### config.mk
export PLATFORM = sky130hd
export DESIGN_NAME = run_ctrl_seq
export DESIGN_NICKNAME = d
export VERILOG_FILES = /design/src/rtl/run_ctrl_seq.sv
export SDC_FILE = /design/constraint.sdc
export NUM_CORES = 1
export LEC_CHECK = 0
export ABC_CLOCK_PERIOD_IN_PS = 5600
export CAP_MARGIN = 0
export CORE_ASPECT_RATIO = 0.8
export CORE_UTILIZATION = 25
export CTS_CLUSTER_SIZE = 8
export DETAILED_ROUTE_END_ITERATION = 12
export SLEW_MARGIN = 15
export SYNTH_ARGS = -nofsm -noshare
export SYNTH_HDL_FRONTEND = slang
export SYNTH_SLANG_ARGS = --single-unit
export TNS_END_PERCENT = 100
### constraint.sdc
create_clock -name clk -period 5.6 [get_ports clk]
set_clock_uncertainty 0.15 [all_clocks]
set_input_delay 1.12 -clock clk [delete_from_list [all_inputs] [get_ports clk]]
set_output_delay 1.12 -clock clk [all_outputs]
set_load 0.005 [all_outputs]
### src/rtl/run_ctrl_seq.sv
// Run-control sequencer: core reset pulse, cycle/fetch counters, EBREAK halt and fetch watchdog.
// Optional fetch-PC history ring buffer enabled by defining RUN_CTRL_PC_HIST_EN.
module run_ctrl_seq #(
    parameter int          XLEN        = 64,
    parameter int          CNT_W       = 32,
    parameter int          RST_CYCLES  = 4,
    parameter int          WDOG_CYCLES = 256,
    parameter logic [31:0] HALT_INSTR  = 32'h00100073
) (
    input  logic             clk,
    input  logic             rst,
    input  logic             start,
    input  logic             ir_write,
    input  logic [31:0]      instr,
    input  logic [XLEN-1:0]  pc,
`ifdef RUN_CTRL_PC_HIST_EN
    input  logic [1:0]       hist_idx,
    output logic [XLEN-1:0]  hist_pc,
`endif
    output logic             core_rst,
    output logic             running,
    output logic             halted,
    output logic             timeout,
    output logic [XLEN-1:0]  halt_pc,
    output logic [CNT_W-1:0] cycle_count,
    output logic [CNT_W-1:0] instr_count
);

    localparam int RC_W = (RST_CYCLES  > 1) ? $clog2(RST_CYCLES + 1)  : 1;
    localparam int WD_W = (WDOG_CYCLES > 1) ? $clog2(WDOG_CYCLES + 1) : 1;

    localparam logic [RC_W-1:0]  RST_LOAD = RC_W'(RST_CYCLES - 1);
    localparam logic [WD_W-1:0]  WD_LAST  = WD_W'(WDOG_CYCLES - 1);
    localparam logic [CNT_W-1:0] CNT_MAX  = '1;

    typedef enum logic [2:0] {
        IDLE,
        RESET,
        RUN,
        HALT,
        TIMEOUT
    } state_t;

    state_t           state, state_n;
    logic [RC_W-1:0]  rst_cnt, rst_cnt_n;
    logic [WD_W-1:0]  wdog, wdog_n;
    logic [CNT_W-1:0] cycle_count_n, instr_count_n;
    logic [XLEN-1:0]  halt_pc_n;
    logic             start_run;
    logic             fetch;

    // A run may only be (re)started from a resting state; start is ignored in RESET and RUN.
    assign start_run = start && ((state == IDLE) || (state == HALT) || (state == TIMEOUT));
    assign fetch     = (state == RUN) && ir_write;

    always_comb begin
        state_n       = state;
        rst_cnt_n     = rst_cnt;
        wdog_n        = wdog;
        cycle_count_n = cycle_count;
        instr_count_n = instr_count;
        halt_pc_n     = halt_pc;

        case (state)
            IDLE, HALT, TIMEOUT: begin
                if (start_run) begin
                    state_n       = RESET;
                    rst_cnt_n     = RST_LOAD;
                    wdog_n        = '0;
                    cycle_count_n = '0;
                    instr_count_n = '0;
                    halt_pc_n     = '0;
                end
            end

            RESET: begin
                if (rst_cnt == '0) begin
                    state_n = RUN;
                end else begin
                    rst_cnt_n = rst_cnt - RC_W'(1);
                end
            end

            RUN: begin
                if (cycle_count != CNT_MAX) begin
                    cycle_count_n = cycle_count + CNT_W'(1);
                end
                // A fetch always beats watchdog expiry in the same cycle.
                if (ir_write) begin
                    wdog_n = '0;
                    if (instr_count != CNT_MAX) begin
                        instr_count_n = instr_count + CNT_W'(1);
                    end
                    if (instr == HALT_INSTR) begin
                        halt_pc_n = pc;
                        state_n   = HALT;
                    end
                end else if (wdog == WD_LAST) begin
                    state_n = TIMEOUT;
                end else begin
                    wdog_n = wdog + WD_W'(1);
                end
            end

            default: begin
                state_n = IDLE;
            end
        endcase
    end

    // Status flags are registered from the next state so they track the state register exactly.
    always_ff @(posedge clk) begin
        if (rst) begin
            state       <= IDLE;
            rst_cnt     <= '0;
            wdog        <= '0;
            cycle_count <= '0;
            instr_count <= '0;
            halt_pc     <= '0;
            core_rst    <= 1'b1;
            running     <= 1'b0;
            halted      <= 1'b0;
            timeout     <= 1'b0;
        end else begin
            state       <= state_n;
            rst_cnt     <= rst_cnt_n;
            wdog        <= wdog_n;
            cycle_count <= cycle_count_n;
            instr_count <= instr_count_n;
            halt_pc     <= halt_pc_n;
            core_rst    <= (state_n != RUN);
            running     <= (state_n == RUN);
            halted      <= (state_n == HALT);
            timeout     <= (state_n == TIMEOUT);
        end
    end

`ifdef RUN_CTRL_PC_HIST_EN
    logic [XLEN-1:0] hist_mem [4];
    logic [1:0]      hist_wptr;

    // The write pointer sits one past the newest entry; cleared entries read as zero.
    always_ff @(posedge clk) begin
        if (rst || start_run) begin
            hist_wptr <= '0;
            for (int i = 0; i < 4; i++) begin
                hist_mem[i] <= '0;
            end
        end else if (fetch) begin
            hist_mem[hist_wptr] <= pc;
            hist_wptr           <= hist_wptr + 2'd1;
        end
    end

    assign hist_pc = hist_mem[hist_wptr - 2'd1 - hist_idx];
`endif

endmodule
==> metrics list <==
- For this run, design rule violations remaining after detail routing come to 0.
- The first global-routing pass estimated 33.6 mm of wire.
- Number of instances in the synthesized netlist: 812
- Worst skew pair latency: 0.43 ns
* Cell Count, Final, Fillers Out: 1,401
- Dividing the detail-routed wire length by the instance count gives 14.9 um.
* Final routed wirelength across all metal layers: 20.9 mm
- Area enclosed by the die boundary: 29,400 um^2
- Leakage power total: 3.51 nW
* Yosys synthesis warning count: 0
- Slew of the pin with the lowest slew margin: 1.13 ns
- Global placement routability congestion: 0.795
* Vias: 6,723
- Across the run, the number of max-cap violations was 0.
- Filler Cells Inserted: 2,849
- For this run, the total global-route usage over all layers was measured as 14.3%.
- Buffers added to address setup during post-CTS repair amount to 0.
- Endpoints failing setup: 0
- Reg area: 2940 um^2
* Critical Path RT: 5.80 ns
- The worst setup path is launched from an input pin.
- Counting along the longest clock path gives a buffer depth of 2.
* Dpl hpwl: 14.6 mm
- Summed over all instances, the cell type with the most area after synthesis is dfxtp_1.
* Proportion of layout cells with a drive suffix above 1: 5.33%
* Buffers on Ports: 231
* Clock Sinks: 147
* Yosys cell types: 64
* Pin count of the biggest net entering global routing: 87
- The worst path in the final design needs a cycle of 3.49 ns, including I/O delays and setup.
- Run status: finished, final reports clean
- The tightest min-delay check is of the reg -> reg type.
- IR analysis of the VDD net gives a maximum drop of 217 uV.
- Layout Nets: 1,125
- For this run, asynchronously set or reset flops after synthesis account for 0%.
- First drt pass iteration count: 4
* Commonest cells in the netlist: 147 x dfxtp_1, 103 x nand2_1, 69 x mux2i_1
- The initial utilization of the core area, before any placement, comes to 25.4%.
- Clock slew seen by the registers of the worst setup and hold paths: 0.07 ns
- Clock buffer count from CTS: 17
- For the final routed database, the setup TNS stands at 0 ns.
* Number of cells in the design after placement: 1,369
- In this run, synthesis produced a sequential element count of 147.
* Yosys top cell area share: 41.0%
- Width of the die: 192 um
* # IOs: 232
- # resized after CTS: 0
- The via count of the first global-routing pass came to 6,343.
* Number of DRC markers after the initial detailed-route iteration: 436
- Number of hold violations in the final report: 0
- Total number of H-tree levels: 4
* Type of the setup path with the least slack: in -> reg
- The tree is rooted in a clkbuf_16.
* Floorplan die height: 154 um
- Remaining antenna violation count: 0
- The worst path uses 62.4% of the clock period.
- Sequential cells were found to cover 41.0% of the synthesized design area.
- The initial antenna violation count is 0.
- Footprint of the multi-input gates: 3960 um^2
* EDFF count, synth: 0
* Nets in the synthesized netlist: 918
- The worst pin sits at a relative slew slack of 24.0%.
* Synthesis-to-layout area growth: 43.8%
- Std-Cell Core Area: 28,300 um^2
* Top_reg_cell synth: dfxtp_1
* Pwr/cell area: 246 nW/um^2
- Mean instance size in the synthesized netlist: 8.85 um^2
- The synthesized netlist occupies a cell area of 7180 um^2.
- Using the TritonRoute via totals, the vias-per-cell ratio works out to 4.80.
- Tightest hold margin: 0.299 ns
- Setup repair after global routing left no endpoint under its margin.
* Achievable Freq: 0.286 GHz
* Most frequent cell after synthesis: dfxtp_1
- After synthesis, the cell types taking the most area are dfxtp_1 41%, mux2i_1 9.6%, nand2b_1 5.8%.
- CP Max Fanout: 17
- Data arrival time at the worst-slack endpoint: 3.69 ns
* Endpoint kind of the worst setup timing path: register
- The max-slew violation total from the final report was 0.
* Post-CTS Hold Fix Bufs: 0
- Ant diodes: 0
- The initialized floorplan defines 55 standard-cell rows.
* Overflow after GRT: 0
* CTS tree: yes
-- through the flow --
step	utilization (%)	power (mW)	instance area [um^2]	setup WS, ns
2_1_floorplan	-	1.31	7180	2.99
3_3_place_gp	34.5	1.45	9750	1.80
3_5_place_dp	34.5	1.45	9750	1.73
4_1_cts	36.5	2.58	10300	2.17
5_1_grt	36.5	2.65	10300	1.94
6_report	36.5	2.54	10300	2.11
-- layout by cell type (no fill, tap or decap), drive strengths merged, types with 10 or more instances in the layout --
master	count
nor4	10
nand2	103
inv	10
nand4	29
a21oi	57
o31ai	19
nor2	17
or4	22
nand3	29
o21ai	36
dfxtp	147
nor3	16
and3	10
and4	10
clkdlybuf4s50	230
nand2b	67
mux2i	69
or3	33
clkbuf	23
-- cell families after synthesis --
group	after synthesis	share of synthesized area [%]
adder cells (fa/ha/maj)	6	1.05
AND/OR/NAND/NOR	387	31.6
flip-flops	147	41.0
multiplexers	70	9.77
XOR/XNOR	8	0.975
buffers and inverters	58	4.20
AO/OA/AOI/OAI	136	11.4
-- layer usage --
metal / GRT usage [%] / routed length [um] / up-vias / part of all wire (%)
met5: 0 / 0 / - / 0
li1: - / - / 3388 / -
met2: 21.7 / 9250 / 186 / 44
met4: 3.70 / 153 / 0 / 0.73
met1: 18.8 / 9930 / 3140 / 47
met3: 5.82 / 1600 / 9 / 7.7
-- registers in the layout, indices dropped and copies added, names as in the netlist --
signal	count
instr_count	32
running	1
cycle_count	32
wdog	9
halted	1
halt_pc	64
timeout	1
core_rst	1
rst_cnt	3
state	3
-- final cells by class --
cell class                      instances  area share (%)
Inverter                               10           0.363
Multi-Input combinational cell        607            38.3
Timing Repair Buffer                  236            22.9
Clock inverter                          8           0.751
Sequential cell                       147            28.5
Tap cell                              370            4.48
Clock buffer                           23            4.72
-- critical path, cell delays in order --
cell             delay [ns]
clkdlybuf4s50_1        0.57
nor3b_2                0.27
a21o_1                 0.45
o2111ai_1              0.55
or4_1                  0.58
a21oi_1                0.15
-- report_power, final --
part / internal (mW) / switching [mW]
clock: 0.655 / 0.463
sequential: 1.07 / 0.0179
combinational: 0.173 / 0.166
-- final timing paths --
path | cells after the start | slack, ns | start | endpoint
setup / recovery | 6 | 2.11 | start | cycle_count[28]
hold / removal | 2 | 0.30 | wdog[8] | wdog[8]
hold reg to reg | 2 | 0.30 | wdog[8] | wdog[8]
setup reg to reg | 5 | 2.56 | state[1] | instr_count[20]
No activity file was read; power rests on OpenSTA's default activity.
